`config.mk`:
```
export PLATFORM = sky130hd
export DESIGN_NAME = sdram_arbiter
export DESIGN_NICKNAME = d
export VERILOG_FILES = /design/src/rtl/sdram_arbiter.sv
export SDC_FILE = /design/constraint.sdc
export NUM_CORES = 1
export LEC_CHECK = 0
export ABC_CLOCK_PERIOD_IN_PS = 5900
export BUFFER_PORTS_ARGS = -buffer_cell sky130_fd_sc_hd__buf_2
export CORE_AREA = 3 3 107 83
export DETAILED_ROUTE_END_ITERATION = 16
export DIE_AREA = 0 0 110 86
export PLACE_DENSITY = 0.86
export SYNTH_ARGS = -nofsm -noshare
export SYNTH_HDL_FRONTEND = slang
export SYNTH_SLANG_ARGS = --single-unit
```
`constraint.sdc`:
```
create_clock -name clk -period 5.9 [get_ports clk]
set_clock_uncertainty 0.2 [all_clocks]
set_input_delay 0.885 -clock clk [delete_from_list [all_inputs] [get_ports clk]]
set_output_delay 0.885 -clock clk [all_outputs]
set_load 0.05 [all_outputs]
```
`src/rtl/sdram_arbiter.sv`:
```
// sdram_arbiter
//
// Request stage that sits directly in front of the 8-phase SDRAM controller.
// It shares one controller between a CPU port and a video fetch port, granting
// at most one access per sync-aligned slot. The granted request is registered
// onto mem_* at the slot boundary and held for the whole slot (controller
// phases 0..7). At the following boundary the access completes: the owner gets
// a one-clock ack and, for reads, the controller's data.
//
// After REFRESH_GAP back-to-back granted slots, one slot is forced idle so the
// controller can issue its auto-refresh.
//
// Ports:
//   clk        SDRAM clock, shared with the controller
//   reset_n    synchronous active-low reset
//   sync       one-clock slot reference pulse from the controller timing
//   cpu_*      CPU request/response port (level request held until cpu_ack)
//   vid_*      video read request/response port (level request held until vid_ack)
//   mem_*      controller request bus (mem_dout is the controller's read data)

module sdram_arbiter #(
  parameter int REFRESH_GAP = 4
) (
  input  logic        clk,
  input  logic        reset_n,
  input  logic        sync,

  input  logic        cpu_req,
  input  logic        cpu_we,
  input  logic [23:0] cpu_addr,
  input  logic [1:0]  cpu_ds,
  input  logic [15:0] cpu_din,
  output logic [15:0] cpu_dout,
  output logic        cpu_ack,

  input  logic        vid_req,
  input  logic [23:0] vid_addr,
  output logic [15:0] vid_dout,
  output logic        vid_ack,

  output logic [23:0] mem_addr,
  output logic [15:0] mem_din,
  output logic [1:0]  mem_ds,
  output logic        mem_oe,
  output logic        mem_we,
  input  logic [15:0] mem_dout
);

  // Refresh run length as a 4-bit constant so it compares cleanly with the
  // counter; legal values are 1..15.
  localparam logic [3:0] GAP = 4'(REFRESH_GAP);

  // Owner of the slot currently in flight.
  typedef enum logic [1:0] {
    OWN_NONE = 2'd0,
    OWN_CPU  = 2'd1,
    OWN_VID  = 2'd2
  } owner_t;

  owner_t      owner_q,    owner_d;
  logic        slot_rd_q,  slot_rd_d;
  logic [2:0]  ph_q,       ph_d;
  logic [3:0]  ref_cnt_q,  ref_cnt_d;

  logic [23:0] mem_addr_q, mem_addr_d;
  logic [15:0] mem_din_q,  mem_din_d;
  logic [1:0]  mem_ds_q,   mem_ds_d;
  logic        mem_oe_q,   mem_oe_d;
  logic        mem_we_q,   mem_we_d;

  logic        cpu_ack_q,  cpu_ack_d;
  logic        vid_ack_q,  vid_ack_d;
  logic [15:0] cpu_dout_q, cpu_dout_d;
  logic [15:0] vid_dout_q, vid_dout_d;

  logic        boundary;
  logic        vid_elig;
  logic        cpu_elig;

  // A slot boundary is a sync seen while the phase counter sits at 7. Syncs
  // arriving at any other phase are ignored, which also lets the counter park
  // at 7 when the controller stretches its slot.
  assign boundary = (ph_q == 3'd7) && sync;

  // The requester whose access completes at this boundary still has its req
  // high (it only sees ack now), so that req is stale and must not win again.
  assign vid_elig = vid_req && (owner_q != OWN_VID);
  assign cpu_elig = cpu_req && (owner_q != OWN_CPU);

  // State register for the whole stage, including the owner FSM.
  always_ff @(posedge clk) begin
    if (!reset_n) begin
      ph_q       <= 3'd7;
      owner_q    <= OWN_NONE;
      slot_rd_q  <= 1'b0;
      ref_cnt_q  <= 4'd0;
      mem_addr_q <= 24'd0;
      mem_din_q  <= 16'd0;
      mem_ds_q   <= 2'd0;
      mem_oe_q   <= 1'b0;
      mem_we_q   <= 1'b0;
      cpu_ack_q  <= 1'b0;
      vid_ack_q  <= 1'b0;
      cpu_dout_q <= 16'd0;
      vid_dout_q <= 16'd0;
    end else begin
      ph_q       <= ph_d;
      owner_q    <= owner_d;
      slot_rd_q  <= slot_rd_d;
      ref_cnt_q  <= ref_cnt_d;
      mem_addr_q <= mem_addr_d;
      mem_din_q  <= mem_din_d;
      mem_ds_q   <= mem_ds_d;
      mem_oe_q   <= mem_oe_d;
      mem_we_q   <= mem_we_d;
      cpu_ack_q  <= cpu_ack_d;
      vid_ack_q  <= vid_ack_d;
      cpu_dout_q <= cpu_dout_d;
      vid_dout_q <= vid_dout_d;
    end
  end

  // Next-state logic. Everything holds between boundaries except the phase
  // counter and the ack pulses, which drop back to 0 one clock after rising.
  // At a boundary the in-flight slot completes first, then the next slot is
  // granted (or forced idle for refresh) within the same edge.
  always_comb begin
    ph_d       = ph_q;
    owner_d    = owner_q;
    slot_rd_d  = slot_rd_q;
    ref_cnt_d  = ref_cnt_q;
    mem_addr_d = mem_addr_q;
    mem_din_d  = mem_din_q;
    mem_ds_d   = mem_ds_q;
    mem_oe_d   = mem_oe_q;
    mem_we_d   = mem_we_q;
    cpu_ack_d  = 1'b0;
    vid_ack_d  = 1'b0;
    cpu_dout_d = cpu_dout_q;
    vid_dout_d = vid_dout_q;

    // Free-running except at 7, where it waits for the controller's sync.
    if ((ph_q != 3'd7) || sync) begin
      ph_d = ph_q + 3'd1;
    end

    if (boundary) begin
      // Complete the slot in flight. Read data has been stable on mem_dout
      // since controller phase 6, so it is captured right here.
      unique case (owner_q)
        OWN_CPU: begin
          cpu_ack_d = 1'b1;
          if (slot_rd_q) begin
            cpu_dout_d = mem_dout;
          end
        end
        OWN_VID: begin
          vid_ack_d  = 1'b1;
          vid_dout_d = mem_dout;
        end
        default: ;
      endcase

      // Idle unless a grant below says otherwise; address, data and strobes
      // keep their old values on an idle slot.
      owner_d   = OWN_NONE;
      slot_rd_d = 1'b0;
      mem_oe_d  = 1'b0;
      mem_we_d  = 1'b0;

      if (ref_cnt_q == GAP) begin
        // Forced idle slot: the controller refreshes when neither oe nor we.
        ref_cnt_d = 4'd0;
      end else if (vid_elig) begin
        owner_d    = OWN_VID;
        slot_rd_d  = 1'b1;
        mem_oe_d   = 1'b1;
        mem_addr_d = vid_addr;
        mem_ds_d   = 2'b11;
        ref_cnt_d  = ref_cnt_q + 4'd1;
      end else if (cpu_elig) begin
        owner_d    = OWN_CPU;
        slot_rd_d  = ~cpu_we;
        mem_we_d   = cpu_we;
        mem_oe_d   = ~cpu_we;
        mem_addr_d = cpu_addr;
        mem_ds_d   = cpu_ds;
        mem_din_d  = cpu_din;
        ref_cnt_d  = ref_cnt_q + 4'd1;
      end else begin
        // A naturally idle slot also lets the controller refresh.
        ref_cnt_d = 4'd0;
      end
    end
  end

  assign mem_addr = mem_addr_q;
  assign mem_din  = mem_din_q;
  assign mem_ds   = mem_ds_q;
  assign mem_oe   = mem_oe_q;
  assign mem_we   = mem_we_q;
  assign cpu_ack  = cpu_ack_q;
  assign vid_ack  = vid_ack_q;
  assign cpu_dout = cpu_dout_q;
  assign vid_dout = vid_dout_q;

endmodule

```
-- Word-level counts from Yosys, hierarchy flattened
Index checks and enable logic that the tools add are counted.
W data, S select, Z words.
- logic and storage cells: 52
- bits of input ports: 88
- output and inout bits: 78
- bits in registers: 87
- $add $sub $neg: 2
- bitwise gates (word level): 3
- equal/unequal tests: 7
- mux-type cells: 18
- reductions and logical operators: 10
- operator list (kind ; number):
    $mux W24 ; 2
    $mux W4 ; 3
    $mux W1 ; 9
    $mux W2 ; 4
    $reduce_and A3 Y1 ; 2
    $add A4 B1 Y4 const B ; 1
    $eq A4 B3 Y1 const B ; 1
    $reduce_and A2 Y1 ; 2
    $reduce_and A4 Y1 ; 1
    $add A3 B1 Y3 const B ; 1
    $eq A3 B3 Y1 const B ; 1
    $logic_and A1 B1 Y1 ; 3
    $ne A3 B3 Y1 const B ; 1
    $not A1 Y1 ; 3
    $eq A2 B1 Y1 const B ; 1
    $eq A2 B2 Y1 const B ; 1
    $ne A2 B1 Y1 const B ; 1
    $ne A2 B2 Y1 const B ; 1
    $reduce_bool A2 Y1 ; 1
    $logic_or A1 B1 Y1 ; 1

-- Logic depth before layout (Yosys ltp)
- word-level depth: 5
- depth in mapped cells: 8
- depth with buffers taken out: 6

-- Worst setup path before layout
No wires, ideal clock.
- path kind: input -> register
- from: input vid_req
- to: register mem_din_q[10], in the netlist mem_din[10]
- setup slack: 3.685 ns
- arrival time: 1.943 ns
- cell stages on the path: 6
- path through: buf_6 maj3_2 and3b_1 buf_6 buf_12 mux2i_1
- cells in the longest elaborated chain, start to end: 3
- RTL lines (element ; line ; text):
    start, declared ; 36 ; input logic vid_req,
    $logic_and A1 B1 Y1 ; 87 ; assign vid_elig = vid_req && (owner_q != OWN_VID);
    $not A1 Y1 (no source line) ; - ;
    $reduce_and A4 Y1 (no source line) ; - ;
    end signal, assigned ; 112 ; mem_din_q <= mem_din_d;
    end, declared ; 66 ; logic [15:0] mem_din_q, mem_din_d;
No other way between the ends.
A chain may end at the register's enable or synchronous reset.

-- Worst setup path in the final report
- from: register owner_q[0]
- to: register mem_addr_q[4], in the netlist mem_addr[4]
- cells in the longest elaborated chain, start to end: 4
- elaborated cells between the ends (all ways): 7
- classes of those cells: 2 x eq/ne; 1 x mux; 4 x reduce/logical
- RTL lines (element ; line ; text):
    start, declared ; 60 ; owner_t owner_q, owner_d;
    start signal, assigned ; 108 ; owner_q <= owner_d;
    $ne A2 B2 Y1 / $ne A2 B1 Y1 (equally long branches) ; 87, 88 ;
    $logic_and A1 B1 Y1, on equally long branches ; 87, 88 ;
    $reduce_bool A2 Y1 (no source line) ; - ;
    $reduce_and A3 Y1 (no source line) ; - ;
    end signal, assigned ; 111 ; mem_addr_q <= mem_addr_d;
    end, declared ; 65 ; logic [23:0] mem_addr_q, mem_addr_d;
Parallel ways exist; a longest one is shown, timed or not.

==> metrics.md <==
| Metric | Value |
|---|---|
| Synth warn | `0` |
| GP Congestion | `0.7850` |
| Chip Height | `between 80 and 90 um` |
| Worst Hold Depth | `2` |
| Skew-Pair Late Insertion Delay | `0.35 ns` |
| Post-Syn Nets | `between 500 and 600` |
| Clock Tree Buf Depth | `2` |
| CP required | `5.91 ns` |
| Post_cts resized | `0` |
| Pin count of the biggest net entering global routing | `46` |
| Peak VDD IR | `~160 uV` |
| RR Startpoint | `owner_q[0]$_SDFFE_PN0P_` |
| Hold Startpoint | `cpu_dout[10]$_SDFFE_PN0P_` |
| Post-CTS setup buffers | `0` |
| Max-cap violations | `0` |
| Clock transition at path regs | `about 0.08 ns` |
| Placed cell area | `4519 um2` |
| Port bufs | `between 150 and 200` |
| Initial DRC count | `about 310` |
| CTS Hold Buffers Added | `0` |
| RSZ-0062 raised after global routing | `false` |
| F_max | `around 0.31 GHz` |
| CP max FO | `29` |
| Post-synth EDFFs | `0` |
| Crit path kind | `flip-flop to flip-flop` |
| Routed len/inst | `~16 um` |
| Worst-Margin Slew | `1.171 ns` |
| FF-to-FF path depth | `5` |
| Worst hold slack | `around 0.26 ns` |
| Detailed Routing Iterations Pass 1 | `5` |
| GRT Resource Usage Total | `21.25%` |
| CTS buffer count | `9` |
| Largest stage delay on the critical path | `slightly above 0.9 ns` |
| Reg2reg setup slack | `2.62 ns` |
| Hold EP | `cpu_dout[10]$_SDFFE_PN0P_` |
| First-pass GRT wire length | `between 15,000 and 20,000 um` |
| Row cnt | `28` |
| Routed WL | `~11,000 um` |
| Critical path cell sequence | `nand2b_1, a21o_1, and3_1, buf_4, a311oi_2` |
| Die area | `between 9000 and 10,000 um2` |
| Layout filler cell count | `686` |
| CTS tree | `yes` |
| PwrDens | `381.9 nW/um2` |
| Initial Utilization | `between 40% and 50%` |
| Worst EP arrival | `roughly 3.3 ns` |
| Setup TNS | `0 ns` |
| Share of layout cells above drive strength 1 | `between 30% and 40%` |
| R2R Path End | `mem_addr[4]$_SDFFE_PN0P_` |
| Fin nets | `between 600 and 700` |
| P&R area growth vs syn | `26.38%` |
| Lkg Pwr | `2.071 nW` |
| Critical path endpoint category | `flip-flop` |
| IO Pins | `roughly 170` |
| Power Internal | `0.001135 W` |
| Post-route cell area | `4766 um2` |
| Core Area | `~8000 um2` |
| Clock sinks | `87` |
| Worst min-delay path class | `flip-flop to flip-flop` |
| Sw Ratio | `about 38%` |
| Ys async rst share | `0%` |
| Seq/Total Area, Yosys | `a little under half` |
| Synth Cell Area | `between 3000 and 4000 um2` |
| Drt drc | `0` |
| Via Count | `3,688` |
| Switching power | `a little under 0.0007 W` |
| Slowest cell on crit path | `nand2b_1` |
| Fin crit share | `between 50% and 60%` |
| Ys flop type | `dfxtp_1` |
| Comb pwr share | `approximately 34%` |
| CP startpoint kind | `flip-flop` |
| Synthesized instance count | `about 430` |
| Clock Power Share | `roughly 28%` |
| Post-detail-place hpwl | `roughly 7400 um` |
| Period minus WS final | `between 3 and 4 ns` |
| Clock Tree Root | `clkbuf_8` |
| H-tree depth | `3` |
| #FFs+latches synth | `87` |
| Status | `finished clean` |
| Max-slew violations | `0` |
| Initial antenna violation count | `0` |
| Die W | `~110 um` |
| Vias in the first global route | `3,489` |
| Antenna viol nets, final | `0` |
| Count of unique library cells instantiated by Yosys | `42` |
| Synth Area per Inst | `8.811 um2` |
| Setup violations, final | `0` |
| Hold Fails Final Rpt | `0` |
| Antenna diodes | `0` |
| Max-slew headroom | `21.95%` |
| Commonest cells after routing, fill and taps aside | `buf_2, nand2_1, dfxtp_1` |
| Grt ovf | `0` |
| Vias/cell | `roughly 5.4` |
| Sequential share of power | `38.5%` |
| Most common cell after layout, fill and taps aside | `buf_2` |
## routing by layer
metal / vias to the layer above / part of all wire (%) / track usage (%)
met5: - / 0 / 0
met3: 17 / 8.4 / 5.719
met1: 1723 / 41 / 25.22
met2: 169 / 49 / 36.95
met4: 0 / 1.6 / 7.135
li1: 1779 / - / -
## registers in the layout, indices dropped and copies added, names as in the netlist
| register | flops |
|---|---|
| cpu_ack | 1 |
| cpu_dout | 16 |
| mem_addr | 24 |
| mem_din | 16 |
| mem_ds | 2 |
| mem_oe | 1 |
| mem_we | 1 |
| owner_q | 2 |
| ph_q | 3 |
| ref_cnt_q | 4 |
| vid_ack | 1 |
| vid_dout | 16 |
## cell usage after synthesis, types with 4 or more instances
library cell | instances | area share [%]
inv_1 | 5 | 0.50
buf_2 | 13 | 1.7
nand2_1 | 126 | 13
nand3_1 | 31 | 4.1
dfxtp_1 | 87 | 46
buf_6 | 5 | 1.5
a21oi_1 | 34 | 4.5
mux2i_1 | 18 | 4.8
a311oi_1 | 4 | 0.93
ha_1 | 4 | 1.3
a311oi_2 | 20 | 8.0
clkbuf_1 | 17 | 1.7
and3_1 | 4 | 0.66
a31oi_1 | 25 | 4.1
## worst max-delay path by stage
stage | startpoint | end | slack (ns) | depth (start not counted)
after global placement | sync | mem_din[0]$_SDFFE_PN0P_ | 2.75 | 5
after floorplan | vid_req | mem_din[10]$_SDFFE_PN0P_ | 3.69 | 6
after global routing | owner_q[0]$_SDFFE_PN0P_ | mem_addr[4]$_SDFFE_PN0P_ | 2.43 | 5
final | owner_q[0]$_SDFFE_PN0P_ | mem_addr[4]$_SDFFE_PN0P_ | 2.62 | 5
after detailed placement | sync | mem_din[9]$_SDFFE_PN0P_ | 2.62 | 5
after CTS | owner_q[0]$_SDFFE_PN0P_ | mem_addr[4]$_SDFFE_PN0P_ | 2.67 | 5
## layout make-up
class | count | area (um2) | share of cell area (%)
multi-input combinational | 296 | 1783 | 37.41
timing repair buffer | 167 | 840.8 | 17.64
tap | 105 | 131.4 | 2.757
sequential | 87 | 1742 | 36.55
inverter | 6 | 22.52 | 0.4726
clock buffer | 11 | 141.4 | 2.967
clock inverter | 5 | 105.1 | 2.205
## through the flow
step	setup WS, ns	cells	utilization (%)	total power, W
2_1_floorplan	3.685	428	-	0.001199
3_3_place_gp	2.747	661	57.33	0.001305
3_5_place_dp	2.617	661	57.33	0.001323
4_1_cts	2.670	677	60.46	0.001828
5_1_grt	2.426	677	60.46	0.001899
6_report	2.624	677	60.46	0.001820
## critical path: cells and delay by family, from the launching register on
kind	cells	cell delay, ns
simple gates	2	1.18
compound gates	2	0.99
buf+inv	1	0.36
flops	1	0.39
## kinds of logic after synthesis
kind of cell             Yosys count  synth area share [%]
adder cells (fa/ha/maj)            5                 1.626
buffers and inverters             45                 6.536
AND/OR/NAND/NOR                  177                 20.17
multiplexers                      18                 4.778
AO/OA/AOI/OAI                     95                 20.47
flip-flops                        87                 46.18
XOR/XNOR                           1                0.2323
## power groups by stage
stage / combinational (W) / clock, W / sequential [W]
final: 0.000614 / 0.000505 / 0.000701
after global placement: 0.000592 / 0 / 0.000713
after CTS: 0.000613 / 0.000515 / 0.000700
after global routing: 0.000654 / 0.000537 / 0.000709
after floorplan: 0.000290 / 0 / 0.000908
after detailed placement: 0.000610 / 0 / 0.000713
Power figures use the tool's default switching activity.
